$ cat src/rtl/debounce_pkg.sv
// Shared definitions for the multi-channel debouncer: per-channel state
// encoding, counter sizing helper and parameter range checking.
package debounce_pkg;

  // Per-channel qualification state. Bit 1 is the debounced level the
  // channel is currently holding; bit 0 marks a qualification in progress.
  typedef enum logic [1:0] {
    LOW_STABLE  = 2'b00,
    LOW_CHK     = 2'b01,
    HIGH_STABLE = 2'b10,
    HIGH_CHK    = 2'b11
  } db_state_t;

  // Width of a counter that must hold values 0..max_val, with one spare bit
  // so that comparisons never sit on a wrap boundary.
  function automatic int cnt_width(input int max_val);
    return $clog2(max_val) + 1;
  endfunction

  // True when every parameter lies inside its supported range.
  function automatic bit params_legal(input int channels,
                                      input int sync_stages,
                                      input int prescale,
                                      input int stable_cnt,
                                      input int repeat_delay,
                                      input int repeat_rate);
    return (channels >= 1) && (channels <= 32) &&
           (sync_stages >= 2) && (sync_stages <= 4) &&
           (prescale >= 1) &&
           (stable_cnt >= 2) && (stable_cnt <= 255) &&
           (repeat_delay >= 0) &&
           (repeat_rate >= 1);
  endfunction

endpackage

$ cat src/rtl/debounce_channel.sv
// One debounced input: synchroniser, stable-sample FSM, stable counter and
// auto-repeat counter. The FSM only advances on the shared sample tick.
module debounce_channel
  import debounce_pkg::*;
#(
  parameter int SYNC_STAGES  = 2,
  parameter int STABLE_CNT   = 8,
  parameter int REPEAT_DELAY = 0,
  parameter int REPEAT_RATE  = 16
) (
  input  logic      clk_in,
  input  logic      reset,
  input  logic      tick,
  input  logic      d_raw,
  output logic      d_level,
  output logic      d_out,
  output logic      d_fall,
  output db_state_t state_dbg
);

  localparam int CNT_W  = cnt_width(STABLE_CNT - 1);
  localparam int RCNT_W = cnt_width(REPEAT_DELAY + REPEAT_RATE - 1);
  localparam bit RPT_EN = (REPEAT_DELAY > 0);

  localparam logic [CNT_W-1:0]  CNT_LAST  = CNT_W'(STABLE_CNT - 1);
  localparam logic [RCNT_W-1:0] RPT_FIRST = RCNT_W'(REPEAT_DELAY);
  localparam logic [RCNT_W-1:0] RPT_LAST  = RCNT_W'(REPEAT_DELAY + REPEAT_RATE - 1);

  logic [SYNC_STAGES-1:0] sync_q;
  logic                   s;
  db_state_t              state_q, state_d;
  logic [CNT_W-1:0]       cnt_q, cnt_d;
  logic [RCNT_W-1:0]      rcnt_q, rcnt_d, rcnt_step;
  logic                   level_q, level_d;
  logic                   out_q, out_d;
  logic                   fall_q, fall_d;

  assign s = sync_q[SYNC_STAGES-1];

  // Register stage: synchroniser shift, FSM state, counters and outputs.
  always_ff @(posedge clk_in or negedge reset) begin
    if (!reset) begin
      sync_q  <= '0;
      state_q <= LOW_STABLE;
      cnt_q   <= '0;
      rcnt_q  <= '0;
      level_q <= 1'b0;
      out_q   <= 1'b0;
      fall_q  <= 1'b0;
    end else begin
      sync_q  <= {sync_q[SYNC_STAGES-2:0], d_raw};
      state_q <= state_d;
      cnt_q   <= cnt_d;
      rcnt_q  <= rcnt_d;
      level_q <= level_d;
      out_q   <= out_d;
      fall_q  <= fall_d;
    end
  end

  // Next repeat count: climbs to the first-repeat point, then cycles over
  // one repeat period so it can never wrap back into a spurious pulse.
  always_comb begin
    rcnt_step = '0;
    if (RPT_EN) begin
      rcnt_step = (rcnt_q == RPT_LAST) ? RPT_FIRST : rcnt_q + RCNT_W'(1);
    end
  end

  // Qualification FSM: any disagreeing sample restarts the stable count.
  always_comb begin
    state_d = state_q;
    cnt_d   = cnt_q;
    rcnt_d  = rcnt_q;
    level_d = level_q;
    out_d   = 1'b0;
    fall_d  = 1'b0;
    if (tick) begin
      unique case (state_q)
        LOW_STABLE: begin
          if (s) begin
            state_d = LOW_CHK;
            cnt_d   = CNT_W'(1);
          end
        end
        LOW_CHK: begin
          if (!s) begin
            state_d = LOW_STABLE;
            cnt_d   = '0;
            rcnt_d  = '0;
          end else if (cnt_q == CNT_LAST) begin
            state_d = HIGH_STABLE;
            cnt_d   = '0;
            level_d = 1'b1;
            out_d   = 1'b1;
          end else begin
            cnt_d = cnt_q + CNT_W'(1);
          end
        end
        HIGH_STABLE: begin
          rcnt_d = rcnt_step;
          if (!s) begin
            state_d = HIGH_CHK;
            cnt_d   = CNT_W'(1);
          end else if (RPT_EN && (rcnt_step == RPT_FIRST)) begin
            out_d = 1'b1;
          end
        end
        HIGH_CHK: begin
          if (s) begin
            state_d = HIGH_STABLE;
            cnt_d   = '0;
            rcnt_d  = rcnt_step;
          end else if (cnt_q == CNT_LAST) begin
            state_d = LOW_STABLE;
            cnt_d   = '0;
            rcnt_d  = '0;
            level_d = 1'b0;
            fall_d  = 1'b1;
          end else begin
            cnt_d  = cnt_q + CNT_W'(1);
            rcnt_d = rcnt_step;
          end
        end
        default: state_d = LOW_STABLE;
      endcase
    end
  end

  assign d_level   = level_q;
  assign d_out     = out_q;
  assign d_fall    = fall_q;
  assign state_dbg = state_q;

endmodule

$ cat src/rtl/debounce_multi.sv
// Multi-channel debouncer top: one shared sample prescaler feeding
// CHANNELS independent debounce_channel instances.
module debounce_multi
  import debounce_pkg::*;
#(
  parameter int CHANNELS     = 4,
  parameter int SYNC_STAGES  = 2,
  parameter int PRESCALE     = 1,
  parameter int STABLE_CNT   = 8,
  parameter int REPEAT_DELAY = 0,
  parameter int REPEAT_RATE  = 16
) (
  input  logic                  clk_in,
  input  logic                  reset,
  input  logic [CHANNELS-1:0]   D_in,
  output logic [CHANNELS-1:0]   D_level,
  output logic [CHANNELS-1:0]   D_out,
  output logic [CHANNELS-1:0]   D_fall,
  output logic [2*CHANNELS-1:0] state_dbg
);

  localparam int PS_W = cnt_width(PRESCALE - 1);
  localparam logic [PS_W-1:0] PS_LAST = PS_W'(PRESCALE - 1);

  if (!params_legal(CHANNELS, SYNC_STAGES, PRESCALE, STABLE_CNT,
                    REPEAT_DELAY, REPEAT_RATE)) begin : g_param_check
    $error("debounce_multi: parameter out of range");
  end

  logic [PS_W-1:0] pcnt_q;
  logic            tick;

  assign tick = (pcnt_q == PS_LAST);

  // Shared sample-tick prescaler, wraps to 0 on the tick cycle.
  always_ff @(posedge clk_in or negedge reset) begin
    if (!reset) begin
      pcnt_q <= '0;
    end else if (tick) begin
      pcnt_q <= '0;
    end else begin
      pcnt_q <= pcnt_q + PS_W'(1);
    end
  end

  for (genvar i = 0; i < CHANNELS; i++) begin : g_ch
    debounce_channel #(
      .SYNC_STAGES (SYNC_STAGES),
      .STABLE_CNT  (STABLE_CNT),
      .REPEAT_DELAY(REPEAT_DELAY),
      .REPEAT_RATE (REPEAT_RATE)
    ) u_ch (
      .clk_in   (clk_in),
      .reset    (reset),
      .tick     (tick),
      .d_raw    (D_in[i]),
      .d_level  (D_level[i]),
      .d_out    (D_out[i]),
      .d_fall   (D_fall[i]),
      .state_dbg(state_dbg[2*i +: 2])
    );
  end

endmodule

$ cat config.mk
export PLATFORM = sky130hd
export DESIGN_NAME = debounce_multi
export DESIGN_NICKNAME = d
export VERILOG_FILES = /design/src/rtl/debounce_pkg.sv /design/src/rtl/debounce_channel.sv /design/src/rtl/debounce_multi.sv
export SDC_FILE = /design/constraint.sdc
export NUM_CORES = 1
export LEC_CHECK = 0
export BUFFER_PORTS_ARGS = -buffer_cell sky130_fd_sc_hd__buf_4
export CORE_MARGIN = 2
export CORE_UTILIZATION = 56
export DETAILED_ROUTE_END_ITERATION = 12
export PLACE_DENSITY = 0.78
export SLEW_MARGIN = 10
export SYNTH_ARGS = -nofsm -noshare
export SYNTH_HDL_FRONTEND = slang
export SYNTH_SLANG_ARGS = --single-unit
$ cat constraint.sdc
create_clock -name clk_in -period 1.7 [get_ports clk_in]
set_input_delay 0.17 -clock clk_in [delete_from_list [all_inputs] [get_ports clk_in]]
set_output_delay 0.17 -clock clk_in [all_outputs]
set_load 0.01 [all_outputs]
==> results of run 1 <==
[cell usage in the layout, fill, tap and decap left out, drive strengths merged]
cell	instances
o311ai	1
o21ai	10
dfrtp	44
mux2i	3
o21bai	1
nor3b	3
a21oi	9
nand4b	6
nand3	11
nand4	2
clkbuf	6
and4b	4
dlygate4sd3	5
a211oi	1
nor3	1
nand2	24
ha	4
bufinv	1
inv	3
buf	25
xor2	7
nor2	15
xnor2	4
and3	2
clkinv	1
o22ai	3
nand3b	3
o31ai	1
[through the flow]
step / std cells / instance area [um^2] / hold slack, ns
after CTS: 246 / 2180 / 0.331
after floorplan: 178 / 1920 / -0.126
after global placement: 233 / 2060 / 0.184
after global routing: 246 / 2180 / 0.326
after detailed placement: 233 / 2060 / 0.192
final: 246 / 2180 / 0.312
[metal layers]
layer	track usage	vias up
li1	-	645
met1	0.213	626
met2	0.321	30
met3	0.0577	5
met4	0.0722	0
met5	0	-
[cell families after synthesis]
logic type,after synthesis
compound gates,26
mux,3
buf+inv,19
xor+xnor,11
fa+ha+maj,4
simple gates,71
flops,44
[registers in the layout (all words and copies together), names as in the netlist, named ones only]
signal               cells
g_ch.u_ch.d_fall         4
g_ch.u_ch.cnt_q         16
g_ch.u_ch.state_dbg      4
g_ch.u_ch.d_out          4
g_ch.u_ch.sync_q         8
g_ch.u_ch.d_level        4
[how the worst max path moves through the flow]
stage / start / cells after the start / endpoint
3_5_place_dp: g_ch[3].u_ch.cnt_q[0]$_DFFE_PN0P_ / 4 / g_ch[3].u_ch.d_level$_DFFE_PN0P_
6_report: g_ch[3].u_ch.cnt_q[0]$_DFFE_PN0P_ / 4 / g_ch[3].u_ch.d_level$_DFFE_PN0P_
3_3_place_gp: g_ch[3].u_ch.cnt_q[0]$_DFFE_PN0P_ / 4 / g_ch[3].u_ch.d_level$_DFFE_PN0P_
2_1_floorplan: g_ch[3].u_ch.cnt_q[0]$_DFFE_PN0P_ / 4 / g_ch[3].u_ch.d_level$_DFFE_PN0P_
5_1_grt: g_ch[3].u_ch.cnt_q[0]$_DFFE_PN0P_ / 4 / g_ch[3].u_ch.d_level$_DFFE_PN0P_
4_1_cts: g_ch[3].u_ch.cnt_q[0]$_DFFE_PN0P_ / 4 / g_ch[3].u_ch.d_level$_DFFE_PN0P_
[where the power goes]
part           total, uW  switching, uW  internal (uW)
sequential          1520            272           1240
clock                628            320            309
combinational        687            357            330
total               2830            949           1880
[area by class of cell]
cell class	count	share of cell area
sequential	44	0.504
multi-input combinational	115	0.320
clock inverter	2	0.0160
inverter	3	0.00516
tap	46	0.0264
clock buffer	6	0.0189
timing repair buffer	30	0.109
[critical path: cells and delay by family (launching register included)]
kind	cells	cell delay [ns]
DFF	1	0.42
adders and majority gates	1	0.26
and+or+nand+nor	3	0.62
==> results.sh, run 1 <==
export IMPL_yosysMostFrequentCell="dfrtp_1"
export IMPL_rsz0062_at_grt="no"
export IMPL_finalWorstSetupSlack_ns=0.284
export IMPL_ff2ff_setup_slack_ns=0.28
export IMPL_cts_htree_levels=2
export IMPL_wl_met2_um=1620
export IMPL_reg2reg_to="g_ch[3].u_ch.d_level$_DFFE_PN0P_"
export IMPL_synth_top_area_frac=0.573
export IMPL_reg2reg_from="g_ch[3].u_ch.cnt_q[0]$_DFFE_PN0P_"
export IMPL_final_net_count=209
export IMPL_postCtsSetupBuffers=0
export IMPL_slew_viol_final=0
export IMPL_cts_buffers=5
export IMPL_ant_nets=0
export IMPL_fin_total_pwr_uw=2830
export IMPL_hold_viol_final=0
export IMPL_worst_r2r_path_depth=4
export IMPL_root_buffer="clkbuf_4"
export IMPL_synth_compound_area_frac=0.0755
export IMPL_synth_area_um2=1920
export IMPL_drc=0
export IMPL_cp_slowest_cell="dfrtp_1"
export IMPL_yosys_top_cells_count="dfrtp_1 (44), nand2_1 (24), nor2_1 (15)"
export IMPL_die_h_um=62.6
export IMPL_relSlewSlack=0.651
export IMPL_avgSynthCellArea_um2=10.8
export IMPL_die_w_um=62.6
export IMPL_preCtsSetupSlack_ns=0.309
export IMPL_crit_type="flop to flop"
export IMPL_grt_max_degree=45
export IMPL_clock_latency_ns=0.35
export IMPL_cts_resized=0
export IMPL_ys_ff_latch=44
export IMPL_grt_pass1_vias=1276
export IMPL_endpoint_kind="flop"
export IMPL_final_min_clock_period_ns=1.42
export IMPL_dr_pass1_iters=4
export IMPL_cts_tree="built"
export IMPL_tightest_slew_ns=0.523
export IMPL_clock_fmax_mhz=706
export IMPL_syn_instance_count=178
export IMPL_synth_simple_area_share=0.193
export IMPL_ys_seq_area_frac=0.573
export IMPL_m1WireLength_um=1360
export IMPL_setup_worst_path_start_class="flop"
export IMPL_area_growth_pct=13.6
export IMPL_place_congestion=0.864
export IMPL_p_per_area_nw_per_um2=1300
export IMPL_drive_gt1_frac=0.170
export IMPL_final_period_utilization=0.833
export IMPL_finalClockSkew_ns=0.00954
export IMPL_crit_fanout=6
export IMPL_cts_sinks=44
export IMPL_seqCellArea_um2=1100
export IMPL_highest_layer="met4"
export IMPL_leakagePower_uw=0.00106
export IMPL_arrival_ns=1.66
export IMPL_required_ns=1.94
export IMPL_muxShareOfSynthArea=0.0156
export IMPL_synth_edf_count=0
export IMPL_track_usage=0.185
export IMPL_postLayoutCoreUtil=0.659
export IMPL_antenna_found_initial=0
export IMPL_fp_dieArea_um2=3920
export IMPL_rows=21
export IMPL_yosysWarnings=0
export IMPL_globalRouteOverflowTotal=0
export IMPL_synthAdderAreaFrac=0.0260
export IMPL_n_fill_cell=263
export IMPL_synth_top_family_by_area="simple AND/OR/NAND/NOR gates"
export IMPL_hold_path_class="input pin to async pin"
export IMPL_clk_pin_slew_ns=0.12
export IMPL_holdBufCountCts=5
export IMPL_vias_per_cell=5.31
export IMPL_max_cap_violations=0
export IMPL_clockBufferDepth=2
export IMPL_synth_xor_area_frac=0.0540
export IMPL_synth_top_area_cell="dfrtp_1"
export IMPL_synth_async_reset_ratio=1.00
export IMPL_setup_viol=0
export IMPL_ir_drop_uv=557
export IMPL_initial_utilization=0.580
export IMPL_num_vias=1306
export IMPL_portBuffers=25
export IMPL_setup_tns_final_ns=0
export IMPL_synth_main_ff_cell="dfrtp_1"
export IMPL_diodes=0
export IMPL_synth_area_leaders="dfrtp_1 (57%), buf_4 (4.7%), nand2_1 (4.7%)"
export IMPL_synth_nets=188
export IMPL_finalWirelength_um=3170
export IMPL_ios=26
export IMPL_grt_pass1_wl_um=5560
export IMPL_status="finished clean"
export IMPL_core_um2=3310
export IMPL_drt_iter0_drc=80
export IMPL_max_stage_delay_ns=0.42
export IMPL_routedWlPerCell_um=12.9
export IMPL_worstPathCellList="ha_1, and4b_1, and3_2, nand3b_1"
export IMPL_multi_input_area_um2=699
export IMPL_synth_cell_type_count=27
export IMPL_hpwlAfterDp_um=2240
export IMPL_met3_length_um=142
(Power assumes the default switching activity.)
==> run 2: changes to the inputs <==
CORE_UTILIZATION = 50   (was 56)
PLACE_DENSITY = 0.74   (was 0.78)
clock period = 1.25 ns   (was 1.7 ns; I/O delays follow)
==> results.sh, run 2 (synthesis results as in run 1) <==
export IMPL_endpoint_kind="flop"
export IMPL_reg2reg_to="g_ch[3].u_ch.d_level$_DFFE_PN0P_"
export IMPL_cp_slowest_cell="dfrtp_1"
export IMPL_relSlewSlack=0.643
export IMPL_ios=26
export IMPL_whs_path_depth=0
export IMPL_core_um2=3690
export IMPL_cts_tree="built"
export IMPL_final_area_um2=2340
export IMPL_final_common_cell="dfrtp_1"
export IMPL_routedWlPerCell_um=13.7
export IMPL_finalWirelength_um=3550
export IMPL_vias_per_cell=5.28
export IMPL_place_congestion=0.727
export IMPL_cts_buffers=5
export IMPL_status="finished clean"
export IMPL_max_stage_delay_ns=0.42
export IMPL_max_cap_violations=0
export IMPL_worst_r2r_path_depth=4
export IMPL_hold_path_class="flop to flop"
export IMPL_ff2ff_setup_slack_ns=0.04
export IMPL_ir_drop_uv=989
export IMPL_clock_latency_ns=0.28
export IMPL_required_ns=1.41
export IMPL_clock_fmax_mhz=828
export IMPL_largest_reg_flops=16
export IMPL_leakagePower_uw=0.00113
export IMPL_preCtsSetupSlack_ns=0.00146
export IMPL_globalRouteOverflowTotal=0
export IMPL_cts_sinks=44
export IMPL_portBuffers=25
export IMPL_final_cell_mix="dfrtp_1 (44), buf_4 (37), nand2_1 (24), nor2_1 (15), nand3_1 (11)"
export IMPL_area_growth_pct=22.0
export IMPL_worstPathCellList="ha_4, and4b_1, and3_4, nand3b_1"
export IMPL_p_per_area_nw_per_um2=1850
export IMPL_finalClockSkew_ns=0.00425
export IMPL_fp_dieArea_um2=4360
export IMPL_grt_pass1_wl_um=5800
export IMPL_hpwlAfterDp_um=2390
export IMPL_root_buffer="clkbuf_8"
export IMPL_track_usage=0.178
export IMPL_reg2reg_from="g_ch[3].u_ch.cnt_q[0]$_DFFE_PN0P_"
export IMPL_cts_htree_levels=2
export IMPL_grt_pass1_vias=1396
export IMPL_diodes=0
export IMPL_rsz0062_at_grt="yes"
export IMPL_initial_utilization=0.521
export IMPL_final_net_count=221
export IMPL_ant_nets=0
export IMPL_crit_fanout=2
export IMPL_layout_cells_non_filler=260
export IMPL_arrival_ns=1.37
export IMPL_drt_iter0_drc=90
export IMPL_hp_start="g_ch[1].u_ch.sync_q[0]$_DFF_PN0_"
export IMPL_crit_type="flop to flop"
export IMPL_grt_max_degree=45
export IMPL_clk_pin_slew_ns=0.08
export IMPL_slew_viol_final=0
export IMPL_final_period_utilization=0.967
export IMPL_setup_viol=0
export IMPL_whs_endpoint="g_ch[1].u_ch.sync_q[1]$_DFF_PN0_"
export IMPL_antenna_found_initial=0
export IMPL_largest_register="g_ch.u_ch.cnt_q"
export IMPL_dp_cells=243
export IMPL_drc=0
export IMPL_dr_pass1_iters=5
export IMPL_finalWorstSetupSlack_ns=0.0417
export IMPL_setup_worst_path_start_class="flop"
export IMPL_drive_gt1_frac=0.250
export IMPL_die_h_um=66.0
export IMPL_die_w_um=66.0
export IMPL_tightest_slew_ns=0.536
export IMPL_final_min_clock_period_ns=1.21
export IMPL_placed_area_um2=2140
export IMPL_clockBufferDepth=2
export IMPL_setup_tns_final_ns=0
export IMPL_rows=22
export IMPL_hold_viol_final=0
export IMPL_reg_largest_list="g_ch.u_ch.cnt_q (16), g_ch.u_ch.sync_q (8)"
export IMPL_num_vias=1372
[run 2: cell count changes in the layout (fill, tap and decap cells not counted), sizes merged]
cell	previous run	this run
buf	25	37
[run 2: what timing repair did]
item	4_1_cts	5_1_grt
gates resized for setup	0	8
hold buffers	5	0
pin swaps	0	2
buffers inserted	2	2
endpoints found under the hold margin	48	0
endpoints found under the setup margin	1	9
[run 2: where the power goes]
group	internal [uW]	total, uW	switching (uW)
combinational	650	1280	630
sequential	1690	2010	320
clock	593	1040	445
total	2940	4330	1390
[run 2: critical path, delay by kind of cell (launching register included)]
kind	cells	cell delay [ns]
adders and majority gates	1	0.17
and+or+nand+nor	3	0.49
DFF	1	0.42
[run 2: worst max-delay path by stage]
stage / startpoint / cells after the start / endpoint
detailed placement: g_ch[3].u_ch.cnt_q[1]$_DFFE_PN0P_ / 4 / g_ch[3].u_ch.d_level$_DFFE_PN0P_
CTS: g_ch[3].u_ch.cnt_q[1]$_DFFE_PN0P_ / 4 / g_ch[3].u_ch.d_level$_DFFE_PN0P_
finish: g_ch[3].u_ch.cnt_q[0]$_DFFE_PN0P_ / 4 / g_ch[3].u_ch.d_level$_DFFE_PN0P_
global route: g_ch[2].u_ch.cnt_q[0]$_DFFE_PN0P_ / 4 / g_ch[2].u_ch.d_level$_DFFE_PN0P_
floorplan: g_ch[3].u_ch.cnt_q[0]$_DFFE_PN0P_ / 4 / g_ch[3].u_ch.d_level$_DFFE_PN0P_
global placement: g_ch[3].u_ch.cnt_q[0]$_DFFE_PN0P_ / 4 / g_ch[3].u_ch.d_level$_DFFE_PN0P_
[run 2: area by class of cell]
| cell class | instances | area, um^2 |
|---|---|---|
| clock buffers | 6 | 72.6 |
| well taps | 48 | 60.1 |
| flip-flops and latches | 44 | 1100 |
| multi-input cells | 115 | 737 |
| clock inverters | 2 | 35.0 |
| repair buffers | 42 | 328 |
| fillers | 290 | 1340 |
| inverters | 3 | 11.3 |
[run 2: stage by stage]
step / util / total power [uW] / hold WS, ns
2_1_floorplan: - / 2710 / -0.171
3_3_place_gp: 0.579 / 3060 / 0.139
3_5_place_dp: 0.579 / 3150 / 0.152
4_1_cts: 0.626 / 4260 / 0.353
5_1_grt: 0.636 / 4630 / 0.374
6_report: 0.636 / 4330 / 0.357
[run 2: routing by layer]
metal / global-route usage / vias to the layer above / share of wire
met2: 0.319 / 24 / 0.54
met4: 0.0765 / 0 / 0.012
li1: - / 670 / -
met1: 0.193 / 674 / 0.41
met5: 0 / - / 0
met3: 0.0545 / 4 / 0.030
